`src/rtl/depth_pkg.sv`:
```
// Shared types and constants for the stereo disparity sweep controller.
package depth_pkg;

    typedef enum logic [1:0] {
        IDLE,
        ISSUE,
        WAIT,
        EMIT
    } state_t;

    localparam int DEF_MAX_DISP = 10;
    localparam int H_W = 11;
    localparam int V_W = 10;

endpackage

```
`src/rtl/sad_min_tracker.sv`:
```
// Running minimum of SAD results; ties keep the earlier (smaller) offset.
module sad_min_tracker #(
    parameter int SAD_W = 16,
    parameter int OFF_W = 4
) (
    input  logic             clk,
    input  logic             rst,
    input  logic             init,
    input  logic             update,
    input  logic [SAD_W-1:0] value,
    input  logic [OFF_W-1:0] offset,
    output logic [SAD_W-1:0] best_sad,
    output logic [OFF_W-1:0] best_off
);

    always_ff @(posedge clk) begin
        if (rst || init) begin
            best_sad <= '1;
            best_off <= '0;
        end else if (update && (value < best_sad)) begin
            best_sad <= value;
            best_off <= offset;
        end
    end

endmodule

```
`src/rtl/disparity_sweep_ctrl.sv`:
```
// Sweeps the SAD engine over candidate offsets per pixel and emits a depth byte.
module disparity_sweep_ctrl
    import depth_pkg::*;
#(
    parameter int HRES        = 640,
    parameter int VRES        = 360,
    parameter int MAX_DISP    = DEF_MAX_DISP,
    parameter int SAD_W       = 16,
    parameter int DEPTH_SCALE = 25
) (
    input  logic                        clk_in,
    input  logic                        rst_in,
    input  logic                        job_valid_in,
    output logic                        job_ready_out,
    input  logic [10:0]                 hcount_in,
    input  logic [9:0]                  vcount_in,
    output logic                        sad_start_out,
    output logic [$clog2(MAX_DISP)-1:0] sad_offset_out,
    output logic [10:0]                 sad_hcount_out,
    output logic [9:0]                  sad_vcount_out,
    input  logic                        sad_done_in,
    input  logic [SAD_W-1:0]            sad_value_in,
    output logic                        data_valid_out,
    output logic [7:0]                  pixel_depth_out,
    output logic [10:0]                 hcount_out,
    output logic [9:0]                  vcount_out,
    output logic                        err_out
);

    localparam int OFF_W = $clog2(MAX_DISP);
    localparam int CNT_W = OFF_W + 1;

    state_t             state;
    logic [CNT_W-1:0]   offset;
    logic [CNT_W-1:0]   nxt_off;
    logic               nxt_ok;
    logic               accept;
    logic               upd;
    logic [SAD_W-1:0]   best_sad;
    logic [OFF_W-1:0]   best_off;
    logic [15:0]        prod;
    logic [7:0]         depth;

    assign accept  = (state == IDLE) && job_valid_in && job_ready_out;
    assign upd     = (state == WAIT) && sad_done_in;
    assign nxt_off = offset + 1'b1;

    // Next offset must stay in range and keep the right-image column x-d >= 0.
    assign nxt_ok = (nxt_off < CNT_W'(MAX_DISP))
                 && (H_W'(nxt_off) <= sad_hcount_out);

    assign prod  = 16'(best_off) * 16'(DEPTH_SCALE);
    assign depth = (prod > 16'd255) ? 8'hFF : prod[7:0];

    sad_min_tracker #(
        .SAD_W (SAD_W),
        .OFF_W (OFF_W)
    ) u_tracker (
        .clk      (clk_in),
        .rst      (rst_in),
        .init     (accept),
        .update   (upd),
        .value    (sad_value_in),
        .offset   (OFF_W'(offset)),
        .best_sad (best_sad),
        .best_off (best_off)
    );

    // sad_start_out is registered on entry to ISSUE, so ISSUE is the request cycle.
    always_ff @(posedge clk_in) begin
        if (rst_in) begin
            state           <= IDLE;
            offset          <= '0;
            job_ready_out   <= 1'b1;
            sad_start_out   <= 1'b0;
            sad_offset_out  <= '0;
            sad_hcount_out  <= '0;
            sad_vcount_out  <= '0;
            data_valid_out  <= 1'b0;
            pixel_depth_out <= '0;
            hcount_out      <= '0;
            vcount_out      <= '0;
            err_out         <= 1'b0;
        end else begin
            sad_start_out  <= 1'b0;
            data_valid_out <= 1'b0;
            if (sad_done_in && (state != WAIT))
                err_out <= 1'b1;
            unique case (state)
                IDLE: begin
                    if (accept) begin
                        sad_hcount_out <= hcount_in;
                        sad_vcount_out <= vcount_in;
                        offset         <= '0;
                        sad_offset_out <= '0;
                        sad_start_out  <= 1'b1;
                        job_ready_out  <= 1'b0;
                        state          <= ISSUE;
                    end
                end
                ISSUE: begin
                    if (sad_start_out) begin
                        state <= WAIT;
                    end else begin
                        data_valid_out  <= 1'b1;
                        pixel_depth_out <= depth;
                        hcount_out      <= sad_hcount_out;
                        vcount_out      <= sad_vcount_out;
                        state           <= EMIT;
                    end
                end
                WAIT: begin
                    if (sad_done_in) begin
                        offset <= nxt_off;
                        if (nxt_ok) begin
                            sad_start_out  <= 1'b1;
                            sad_offset_out <= OFF_W'(nxt_off);
                        end
                        state <= ISSUE;
                    end
                end
                EMIT: begin
                    job_ready_out <= 1'b1;
                    state         <= IDLE;
                end
                default: state <= IDLE;
            endcase
        end
    end

endmodule

```
`config.mk`:
```
export PLATFORM = sky130hd
export DESIGN_NAME = disparity_sweep_ctrl
export DESIGN_NICKNAME = d
export VERILOG_FILES = /design/src/rtl/depth_pkg.sv /design/src/rtl/sad_min_tracker.sv /design/src/rtl/disparity_sweep_ctrl.sv
export SDC_FILE = /design/constraint.sdc
export NUM_CORES = 1
export LEC_CHECK = 0
export ABC_AREA = 1
export CAP_MARGIN = 20
export CORE_AREA = 2 2 102 104
export DETAILED_ROUTE_END_ITERATION = 12
export DIE_AREA = 0 0 104 106
export HOLD_SLACK_MARGIN = 0.12
export PLACE_DENSITY = 0.64
export SYNTH_ARGS = -nofsm -noshare
export SYNTH_HDL_FRONTEND = slang
export SYNTH_SLANG_ARGS = --single-unit
```
`constraint.sdc`:
```
create_clock -name clk_in -period 3.91 [get_ports clk_in]
set_input_delay 0.391 -clock clk_in [delete_from_list [all_inputs] [get_ports clk_in]]
set_output_delay 0.391 -clock clk_in [all_outputs]
set_load 0.02 [all_outputs]
```
==> results of run 1 <==
[registers in the layout, summed over array words and instances, names as in the netlist, 2 cells and up]
signal and flops:
hcount_out 11, offset 5, pixel_depth_out 8, sad_hcount_out 11, sad_offset_out 4, sad_vcount_out 10, state 2, u_tracker.best_off 4
u_tracker.best_sad 16, vcount_out 10
[layout make-up]
type,instances,area share (%)
clock buffers,9,2.41
clock inverters,6,1.07
inverters,73,5.33
multi-input cells,321,35.3
flip-flops and latches,85,33.1
well taps,136,3.31
repair buffers,101,19.5
[synthesized netlist by cell type (all sizes together)]
library cell and instances:
o21a 1, clkbuf 18, ha 30, nor4 1, xor2 2, and3 1, xnor2 1, o21bai 1
nand3 48, o221ai 5, nor2 32, fa 1, a22oi 1, dfxtp 85, nand4 1, buf 5
o21ai 52, nand2 73, nor3b 1, a211oi 1, a21oi 69, inv 73
[layout by cell type, fill, tap and decap left out]
master / count
sky130_fd_sc_hd__nand2_4: 1
sky130_fd_sc_hd__inv_2: 1
sky130_fd_sc_hd__inv_1: 72
sky130_fd_sc_hd__a22oi_1: 1
sky130_fd_sc_hd__and3_1: 1
sky130_fd_sc_hd__o21ai_0: 52
sky130_fd_sc_hd__clkdlybuf4s50_1: 98
sky130_fd_sc_hd__nand3_1: 47
sky130_fd_sc_hd__buf_4: 3
sky130_fd_sc_hd__nor2_4: 2
sky130_fd_sc_hd__nand4_1: 1
sky130_fd_sc_hd__nor3b_2: 1
sky130_fd_sc_hd__o21a_1: 1
sky130_fd_sc_hd__xor2_1: 2
sky130_fd_sc_hd__nor2_1: 29
sky130_fd_sc_hd__xnor2_1: 1
sky130_fd_sc_hd__nand2_1: 71
sky130_fd_sc_hd__nand2_2: 1
sky130_fd_sc_hd__o21bai_1: 1
sky130_fd_sc_hd__bufinv_16: 1
sky130_fd_sc_hd__clkinv_2: 5
sky130_fd_sc_hd__clkbuf_8: 9
sky130_fd_sc_hd__fa_1: 1
sky130_fd_sc_hd__dfxtp_1: 85
sky130_fd_sc_hd__a211oi_1: 1
sky130_fd_sc_hd__a21oi_1: 69
sky130_fd_sc_hd__nand3_2: 1
sky130_fd_sc_hd__o221ai_1: 5
sky130_fd_sc_hd__ha_1: 30
sky130_fd_sc_hd__nor4_1: 1
sky130_fd_sc_hd__nor2_8: 1
[path summary, 6_finish.rpt]
check / from / endpoint / slack, ps / cells after the start
setup / recovery: sad_value_in[7] / u_tracker.best_sad[11] / 1560 / 9
hold / removal: u_tracker.best_sad[6] / u_tracker.best_sad[6] / 460 / 2
setup reg to reg: offset[0] / sad_offset_out[2] / 1640 / 15
hold reg to reg: u_tracker.best_sad[6] / u_tracker.best_sad[6] / 460 / 2
[routing by layer]
metal	up-vias	wire (µm)	global-route usage, %
li1	1830	-	-
met1	1610	4160	20.2
met2	83	4090	28.8
met3	6	697	6.74
met4	0	57	4.34
met5	-	0	0
[cells by family after synthesis]
logic type	share of synthesized area (%)
DFF	43.8
xor gates and xnor gates	0.676
buffers and inverters	9.73
adders and majority gates	10.2
AOI/OAI and AO/OA	17.5
and+or+nand+nor	18.1
[power groups by stage]
stage                     Sequential (mW)  Clock [mW]  Combinational [mW]
final                                1.23       0.581                1.34
after global routing                 1.26       0.640                1.50
after CTS                            1.24       0.611                1.36
after detailed placement             1.25           0                1.36
after global placement               1.25           0                1.34
after floorplan                      1.45           0               0.599
[worst max-delay path, cell delays in order]
cell                              delay, ps
sky130_fd_sc_hd__clkdlybuf4s50_1        440
sky130_fd_sc_hd__ha_1                   330
sky130_fd_sc_hd__a21oi_1                150
sky130_fd_sc_hd__o21a_1                 130
sky130_fd_sc_hd__nand2_1                 50
sky130_fd_sc_hd__nand2_1                610
sky130_fd_sc_hd__nand2_4                260
sky130_fd_sc_hd__nand2_1                120
sky130_fd_sc_hd__nand3_1                 70
==> metrics.log, run 1 <==
[metrics] drt first pass iters: 4
[metrics] sequential cell area: 0.00170 mm²
[metrics] Power, Total: 3.16 mW
[metrics] fraction of final layout cells with drive strength greater than 1: 4.37%
[metrics] number of design-rule violations left by the first detailed-router iteration: 147
[metrics] slew at the pin closest to its max-slew limit: 831 ps
[metrics] Die Y-Extent: 106 µm
[metrics] number of diodes: 0
[metrics] Final Wtd Congestion: 0.777
[metrics] post-synthesis register bit count: 85
[metrics] number of nets in the synthesized netlist: 574
[metrics] Vias: 3529
[metrics] Placed Instances: 716
[metrics] switching power of the nets: 1.21 mW
[metrics] core area: 0.0100 mm²
[metrics] placed standard-cell area: 0.00496 mm²
[metrics] CTS resizes: 0
[metrics] drt wl/cell: 12.3 µm
[metrics] unrepaired setup endpoints after global routing: false
[metrics] sequential share of power: 39.1%
[metrics] Synth top area share: 43.8%
[metrics] CP Class: primary input to register
[metrics] Total Routed Length: 9010 µm
[metrics] Max-slew headroom: 44.4%
[metrics] clk_lat worst skew: 350 ps
[metrics] port buffer count: 98
[metrics] via count normalized by instance count: 4.83
[metrics] area added between synthesis and finish: 32.3%
[metrics] Data arrival, critical path: 2560 ps
[metrics] number of fillers in the final layout: 1011
[metrics] CP max FO: 25
[metrics] first-pass GRT wire length: 15600 µm
[metrics] run status: complete, no violations
[metrics] largest net degree at the start of global routing: 61
[metrics] Crit path required time: 4120 ps
[metrics] minimum hold slack: 459 ps
[metrics] endpoint type of the worst setup path: register
[metrics] average size of a mapped cell: 7.74 µm²
[metrics] maximum number of buffers from clock root to sink: 2
[metrics] total leakage power: 2.37 nW
[metrics] upper clock frequency limit: 425 MHz
[metrics] Max-cap violations: 0
[metrics] half-perimeter wire length after detailed placement: 6510 µm
[metrics] final design instance area without fill: 0.00514 mm²
[metrics] Max IR drop VDD: 0.000337 V
[metrics] worst setup slack before clock tree synthesis: 1220 ps
[metrics] Syn. warnings: 0
[metrics] antenna violation net count after detailed routing: 0
[metrics] number of max-slew violations in the final report: 0
[metrics] number of buffers created by CTS: 9
[metrics] initial core utilization: 38.9%
[metrics] number of H-tree levels: 3
[metrics] Power Dens Cells: 614 mW/mm²
[metrics] post-synth design cell area: 0.00388 mm²
[metrics] switch share: 38.2%
[metrics] final setup slack of the worst path: 1560 ps
[metrics] total I/O pin count: 99
[metrics] Hold Crit Class: register to register
[metrics] # Post-CTS Setup Buffers: 0
[metrics] clock share of power: 18.4%
[metrics] Core Util, Final: 51.4%
[metrics] sequential cell area fraction in the yosys report: 43.8%
[metrics] DR DRC count: 0
[metrics] Final Setup Violations: 0
[metrics] multi-input gate area in the final layout: 0.00181 mm²
[metrics] Post-Syn Instances: 502
[metrics] Setup TNS: 0 ps
[metrics] startpoint type of the worst setup path: primary input
[metrics] initial antenna violation count: 0
[metrics] via count of the first global-routing pass: 3527
[metrics] number of buffers inserted for hold repair after clock tree synthesis: 0
[metrics] final worst-path cycle share: 60.1%
[metrics] Global Route Usage Sum: 17.0%
[metrics] Min Clock Period, post-route: 2350 ps
[metrics] horizontal extent of the die: 104 µm
[metrics] library cells used by synthesis: 30
[metrics] clock edge transition at the registers on the reported setup and hold paths: 70 ps
[metrics] number of rows in the core area: 37
[metrics] library cell occupying the most area in the post-synthesis netlist: sky130_fd_sc_hd__dfxtp_1
[metrics] final clock skew: 8.30 ps
[metrics] TritonCTS clock tree: done
[metrics] internal cell power: 1.95 mW
[metrics] Clock Tree Root: sky130_fd_sc_hd__clkbuf_8
[metrics] number of hold violations in the final report: 0
[metrics] Num Clock Sinks: 85
[metrics] remaining global-route overflow: 0
[metrics] combinational share of power: 42.5%
[metrics] die outline area: 0.0110 mm²
[metrics] post-route insts no fill: 731
[metrics] Nets: 663
[metrics] top post-synthesis cells by area: sky130_fd_sc_hd__dfxtp_1 44%, sky130_fd_sc_hd__ha_1 9.7%, sky130_fd_sc_hd__a21oi_1 8.9%
(Power assumes the default switching activity.)
==> run 2: changes to the inputs <==
clock period = 2.4 ns   (was 3.91 ns; I/O delays follow)
==> run 2 against run 1 <==
Effect of this change:
- largest power group unchanged
- total power is 67% higher
- non-clock buffer count is 4 higher
- largest cell class unchanged
- sequential power is 63% higher
- die area stayed put
- routed wire length is 0.73% higher
- cell count is 0.68% higher
- clock-buffer cell count is 2 higher
- flip-flop and latch count stayed put
- first-iteration DRC count is 21% higher
- via count is 1.2% lower
==> metrics.log, run 2 (synthesis gave the netlist of run 1 again) <==
[metrics] run status: complete, no violations
[metrics] Max-slew headroom: 59.6% (+15 points)
[metrics] number of diodes: 0 (unchanged)
[metrics] first-pass GRT wire length: 15600 µm (-0.40%)
[metrics] crit path to: sad_offset_out[3]
[metrics] combinational share of power: 42.6% (about the same)
[metrics] max FFs per register: 16 (unchanged)
[metrics] port buffer count: 98 (unchanged)
[metrics] via count of the first global-routing pass: 3366 (-4.6%)
[metrics] horizontal extent of the die: 104 µm (unchanged)
[metrics] Hold Startpoint: u_tracker.best_sad[4]
[metrics] clock edge transition at the registers on the reported setup and hold paths: 80 ps (about the same)
[metrics] endpoint type of the worst setup path: register
[metrics] core area: 0.0100 mm² (unchanged)
[metrics] via count normalized by instance count: 4.74 (-1.9%)
[metrics] flop2flop setup slack: 260 ps (-1380 ps)
[metrics] number of design-rule violations left by the first detailed-router iteration: 178 (+21%)
[metrics] Data arrival, critical path: 2390 ps (-170 ps)
[metrics] number of max-slew violations in the final report: 0 (unchanged)
[metrics] TritonCTS clock tree: done
[metrics] final worst-path cycle share: 89.3%
[metrics] clock share of power: 19.3% (+0.9 points)
[metrics] final clock skew: 8.57 ps (+0.274 ps)
[metrics] number of hold violations in the final report: 0 (unchanged)
[metrics] Global Route Usage Sum: 17.2% (+0.17 points)
[metrics] largest registers in the final layout: u_tracker.best_sad x16, hcount_out x11, sad_hcount_out x11
[metrics] initial core utilization: 38.9% (unchanged)
[metrics] Final Wtd Congestion: 0.789 (+1.4%)
[metrics] largest net degree at the start of global routing: 61 (unchanged)
[metrics] sequential share of power: 38.1% (-1.0 points)
[metrics] Power, Total: 5.26 mW (+67%)
[metrics] die outline area: 0.0110 mm² (unchanged)
[metrics] Hold Crit Class: register to register
[metrics] number of H-tree levels: 3 (unchanged)
[metrics] CP max FO: 9 (-64%)
[metrics] fraction of final layout cells with drive strength greater than 1: 5.33% (+0.96 points)
[metrics] area added between synthesis and finish: 34.2%
[metrics] Final Setup Violations: 0 (unchanged)
[metrics] most flop-heavy register: u_tracker.best_sad
[metrics] Worst R2R Start: offset[1]
[metrics] startpoint type of the worst setup path: register
[metrics] Vias: 3485 (-1.2%)
[metrics] Min Clock Period, post-route: 2140 ps
[metrics] initial antenna violation count: 0 (unchanged)
[metrics] Nets: 667 (+0.60%)
[metrics] Setup TNS: 0 ps (unchanged)
[metrics] source of the critical timing path: offset[1]
[metrics] Total Routed Length: 9070 µm (+0.73%)
[metrics] total leakage power: 2.39 nW (+1.1%)
[metrics] Max IR drop VDD: 0.000528 V (+57%)
[metrics] top library cells by usage in the layout, fill and taps aside: 98 x sky130_fd_sc_hd__clkdlybuf4s50_1, 85 x sky130_fd_sc_hd__dfxtp_1, 72 x sky130_fd_sc_hd__inv_1, 70 x sky130_fd_sc_hd__nand2_1, 69 x sky130_fd_sc_hd__a21oi_1
[metrics] total I/O pin count: 99 (unchanged)
[metrics] remaining global-route overflow: 0 (unchanged)
[metrics] Clock Tree Root: sky130_fd_sc_hd__clkbuf_8
[metrics] FF-to-FF path depth: 14 (-1)
[metrics] DR DRC count: 0 (unchanged)
[metrics] switching power of the nets: 2.01 mW (+66%)
[metrics] number of rows in the core area: 37 (unchanged)
[metrics] internal cell power: 3.25 mW (+67%)
[metrics] Max-cap violations: 0 (unchanged)
[metrics] slew at the pin closest to its max-slew limit: 605 ps (-226 ps)
[metrics] Die Y-Extent: 106 µm (unchanged)
[metrics] unrepaired setup endpoints after global routing: false
[metrics] upper clock frequency limit: 467 MHz
[metrics] CTS resizes: 0 (unchanged)
[metrics] Power Dens Cells: 1010 mW/mm² (+64%)
[metrics] Crit path required time: 2650 ps (-1470 ps)
[metrics] number of buffers created by CTS: 9 (unchanged)
[metrics] half-perimeter wire length after detailed placement: 6510 µm (about the same)
[metrics] antenna violation net count after detailed routing: 0 (unchanged)
[metrics] drt wl/cell: 12.3 µm (about the same)
[metrics] number of buffers inserted for hold repair after clock tree synthesis: 0 (unchanged)
[metrics] drt first pass iters: 4 (unchanged)
[metrics] Num Clock Sinks: 85 (unchanged)
[metrics] # Post-CTS Setup Buffers: 0 (unchanged)
[metrics] switch share: 38.2% (-0.041 points)
[metrics] maximum number of buffers from clock root to sink: 2 (unchanged)
[metrics] most common cell after layout, fill and taps aside: sky130_fd_sc_hd__clkdlybuf4s50_1
[metrics] CP Class: register to register
[metrics] Crit Reg-Reg Endpoint: sad_offset_out[3]
[metrics] clk_lat worst skew: 360 ps (about the same)
run 2: critical path, cell delays in order, from the launching register on:
cell and delay (ps):
sky130_fd_sc_hd__dfxtp_1 430, sky130_fd_sc_hd__ha_1 220, sky130_fd_sc_hd__nand3_1 100, sky130_fd_sc_hd__xor2_1 190, sky130_fd_sc_hd__inv_1 90, sky130_fd_sc_hd__ha_1 300, sky130_fd_sc_hd__nand2_1 60, sky130_fd_sc_hd__nor2_1 100
sky130_fd_sc_hd__nor2_1 50, sky130_fd_sc_hd__nand2_1 60, sky130_fd_sc_hd__nand2_1 60, sky130_fd_sc_hd__nand2_2 150, sky130_fd_sc_hd__nand3_1 100, sky130_fd_sc_hd__nand2_1 90, sky130_fd_sc_hd__nor2_1 40
run 2: how the worst min path moves through the flow:
| stage | to | slack [ps] | cells past startpoint |
|---|---|---|---|
| finish | u_tracker.best_sad[4] | 460 | 2 |
| global route | u_tracker.best_sad[4] | 490 | 2 |
| CTS | u_tracker.best_sad[4] | 460 | 2 |
| detailed placement | u_tracker.best_sad[9] | 440 | 2 |
| global placement | u_tracker.best_sad[15] | 440 | 2 |
| floorplan | state[1] | 310 | 1 |
run 2: area by class of cell:
type | count | area, µm²
repair buffers | 105 | 1050
flip-flops and latches | 85 | 1700
inverters | 73 | 274
multi-input cells | 321 | 1820
clock buffers | 11 | 141
fillers | 1013 | 4790
well taps | 136 | 170
clock inverters | 5 | 60.1
run 2: power by group through the flow:
stage | clock, mW | sequential [mW] | combinational, mW
2_1_floorplan | 0 | 2.36 | 0.976
6_report | 1.02 | 2.00 | 2.24
3_5_place_dp | 0 | 2.03 | 2.25
5_1_grt | 1.11 | 2.05 | 2.49
3_3_place_gp | 0 | 2.02 | 2.22
4_1_cts | 1.06 | 2.01 | 2.26
run 2: through the flow:
step	worst slack [ps]	area, µm²	util (%)	instances	hold slack (ps)
2_1_floorplan	456	3880	-	502	309
6_report	257	5210	52.1	736	459
4_1_cts	158	5210	52.1	736	463
3_5_place_dp	178	5000	50.1	720	442
5_1_grt	21.4	5210	52.1	736	488
3_3_place_gp	201	5000	50.1	720	438
run 2: metal layers:
| metal | up-vias | GRT usage [%] | wire length (µm) |
|---|---|---|---|
| li1 | 1841 | - | - |
| met1 | 1557 | 21.8 | 4350 |
| met2 | 77 | 27.2 | 3980 |
| met3 | 10 | 6.01 | 648 |
| met4 | 0 | 6.08 | 104 |
| met5 | - | 0 | 0 |
==> run 3: changes to the inputs <==
HOLD_SLACK_MARGIN = default   (was 0.12)
PLACE_DENSITY = default   (was 0.64)
PLACE_DENSITY_LB_ADDON = 0.05   (was default)
==> run 3 against run 2 <==
Effect of this change:
- hold slack better by 1.0 ps
- sequential power about the same
- first-iteration DRC count down 22%
- register-to-register slack worse by 20 ps
- cell count up 0.14%
- core utilization about the same
- total power up 0.54%
- highest routed layer unchanged
==> metrics.log, run 3 (synthesis gave the netlist of run 1 again) <==
[metrics] total I/O pin count: 99 (unchanged)
[metrics] initial core utilization: 38.9% (unchanged)
[metrics] Vias: 3479 (-0.17%)
[metrics] number of rows in the core area: 37 (unchanged)
[metrics] Max IR drop VDD: 0.000446 V (-16%)
[metrics] max FFs per register: 16 (unchanged)
[metrics] Final Setup Violations: 0 (unchanged)
[metrics] first-pass GRT wire length: 15600 µm (+0.40%)
[metrics] Hold Startpoint: u_tracker.best_sad[2]
[metrics] Hold Crit Class: register to register
[metrics] number of max-slew violations in the final report: 0 (unchanged)
[metrics] run status: complete, no violations
[metrics] Clock Tree Root: sky130_fd_sc_hd__clkbuf_8
[metrics] Total Routed Length: 9090 µm (+0.19%)
[metrics] largest registers in the final layout: u_tracker.best_sad x16, hcount_out x11, sad_hcount_out x11
[metrics] final design instance area without fill: 0.00521 mm² (about the same)
[metrics] CP Class: register to register
[metrics] clk_lat worst skew: 350 ps (about the same)
[metrics] Setup TNS: 0 ps (unchanged)
[metrics] startpoint type of the worst setup path: register
[metrics] port buffer count: 98 (unchanged)
[metrics] flop2flop setup slack: 240 ps (-20 ps)
[metrics] number of H-tree levels: 3 (unchanged)
[metrics] Die Y-Extent: 106 µm (unchanged)
[metrics] Max-cap violations: 0 (unchanged)
[metrics] most flop-heavy register: u_tracker.best_sad
[metrics] initial antenna violation count: 0 (unchanged)
[metrics] Crit Reg-Reg Endpoint: pixel_depth_out[6]
[metrics] die outline area: 0.0110 mm² (unchanged)
[metrics] largest net degree at the start of global routing: 61 (unchanged)
[metrics] Num Clock Sinks: 85 (unchanged)
[metrics] Final Wtd Congestion: 0.763 (-3.3%)
[metrics] remaining global-route overflow: 0 (unchanged)
[metrics] end of the worst hold path: u_tracker.best_sad[2]
[metrics] number of stages on the worst hold path: 2 (unchanged)
[metrics] FF-to-FF path depth: 10 (-4)
[metrics] upper clock frequency limit: 462 MHz (-0.95%)
[metrics] placed standard-cell area: 0.00500 mm² (about the same)
[metrics] endpoint type of the worst setup path: register
[metrics] antenna violation net count after detailed routing: 0 (unchanged)
[metrics] Power Dens Cells: 1020 mW/mm² (+0.64%)
[metrics] # Post-CTS Setup Buffers: 0 (unchanged)
[metrics] final clock skew: 9.94 ps (+1.37 ps)
[metrics] area added between synthesis and finish: 34.1% (about the same)
[metrics] number of diodes: 0 (unchanged)
[metrics] unrepaired setup endpoints after global routing: false
[metrics] drt first pass iters: 4 (unchanged)
[metrics] core area: 0.0100 mm² (unchanged)
[metrics] final worst-path cycle share: 90.1% (+0.85 points)
[metrics] total leakage power: 2.40 nW (+0.33%)
[metrics] number of design-rule violations left by the first detailed-router iteration: 139 (-22%)
[metrics] Data arrival, critical path: 2410 ps (+20 ps)
[metrics] Nets: 668 (+0.15%)
[metrics] number of buffers inserted for hold repair after clock tree synthesis: 0 (unchanged)
[metrics] Min Clock Period, post-route: 2160 ps (+20.5 ps)
[metrics] DR DRC count: 0 (unchanged)
[metrics] CP max FO: 6 (-3)
[metrics] via count normalized by instance count: 4.72 (-0.31%)
[metrics] drt wl/cell: 12.3 µm (about the same)
[metrics] slew at the pin closest to its max-slew limit: 647 ps (+42.3 ps)
[metrics] maximum number of buffers from clock root to sink: 2 (unchanged)
[metrics] half-perimeter wire length after detailed placement: 6350 µm (-2.5%)
[metrics] Crit path required time: 2640 ps (about the same)
[metrics] horizontal extent of the die: 104 µm (unchanged)
[metrics] number of hold violations in the final report: 0 (unchanged)
[metrics] TritonCTS clock tree: done
[metrics] most common cell after layout, fill and taps aside: sky130_fd_sc_hd__clkdlybuf4s50_1
[metrics] fraction of final layout cells with drive strength greater than 1: 5.16% (-0.18 points)
[metrics] clock edge transition at the registers on the reported setup and hold paths: 80 ps (about the same)
[metrics] number of buffers created by CTS: 9 (unchanged)
[metrics] CTS resizes: 0 (unchanged)
[metrics] Global Route Usage Sum: 17.3% (+0.12 points)
[metrics] top library cells by usage in the layout, fill and taps aside: 98 x sky130_fd_sc_hd__clkdlybuf4s50_1, 85 x sky130_fd_sc_hd__dfxtp_1, 72 x sky130_fd_sc_hd__inv_1, 70 x sky130_fd_sc_hd__nand2_1, 69 x sky130_fd_sc_hd__a21oi_1
[metrics] Worst R2R Start: u_tracker.best_off[1]
[metrics] via count of the first global-routing pass: 3447 (+2.4%)
[metrics] Max-slew headroom: 56.8% (-2.8 points)
[run 3: worst max-delay path by stage]
| stage | endpoint | slack, ps | startpoint | cells past startpoint |
|---|---|---|---|---|
| after floorplan | sad_offset_out[0] | 460 | offset[0] | 14 |
| after global placement | sad_offset_out[3] | 200 | offset[1] | 14 |
| after detailed placement | sad_offset_out[2] | 220 | offset[1] | 14 |
| after CTS | sad_offset_out[2] | 200 | offset[1] | 14 |
| after global routing | sad_offset_out[2] | 4 | offset[1] | 14 |
| final | pixel_depth_out[6] | 240 | u_tracker.best_off[1] | 10 |
[run 3: power breakdown]
| group | total, mW | internal [mW] | switching (mW) |
|---|---|---|---|
| combinational | 2.22 | 0.947 | 1.27 |
| sequential | 2.00 | 1.78 | 0.227 |
| clock | 1.07 | 0.582 | 0.485 |
[run 3: through the flow]
stage                     instances  util (%)  hold slack [ps]  power, mW  setup WS [ps]
after floorplan                 502         -              309       3.34            456
after global placement          721      50.0              437       4.24            201
after detailed placement        721      50.0              442       4.26            215
after CTS                       737      52.1              462       5.36            201
after global routing            737      52.1              488       5.71           4.49
final                           737      52.1              460       5.29            237
[run 3: metal layers]
metal  track usage [%]  vias to the layer above  wire length (µm)
li1                  -                     1833                 -
met1              21.8                     1569              4270
met2              27.9                       66              4150
met3              4.66                       11               494
met4              7.53                        0               175
met5                 0                        -                 0
[run 3: area by class of cell]
cell class	count	area [µm²]
fill	983	4790
clock inverter	5	75.1
inverter	73	274
multi-input combinational	321	1820
clock buffer	11	131
timing repair buffer	106	1040
sequential	85	1700
tap	136	170
[run 3: critical path, cell delays in order (launching register included)]
cell                       delay, ps
sky130_fd_sc_hd__dfxtp_1         360
sky130_fd_sc_hd__ha_1            300
sky130_fd_sc_hd__ha_1            160
sky130_fd_sc_hd__inv_1            50
sky130_fd_sc_hd__fa_1            400
sky130_fd_sc_hd__nor2_1          160
sky130_fd_sc_hd__nor2_1           50
sky130_fd_sc_hd__nand2_1          70
sky130_fd_sc_hd__nand3_1         220
sky130_fd_sc_hd__o221ai_1        240
sky130_fd_sc_hd__inv_1            50
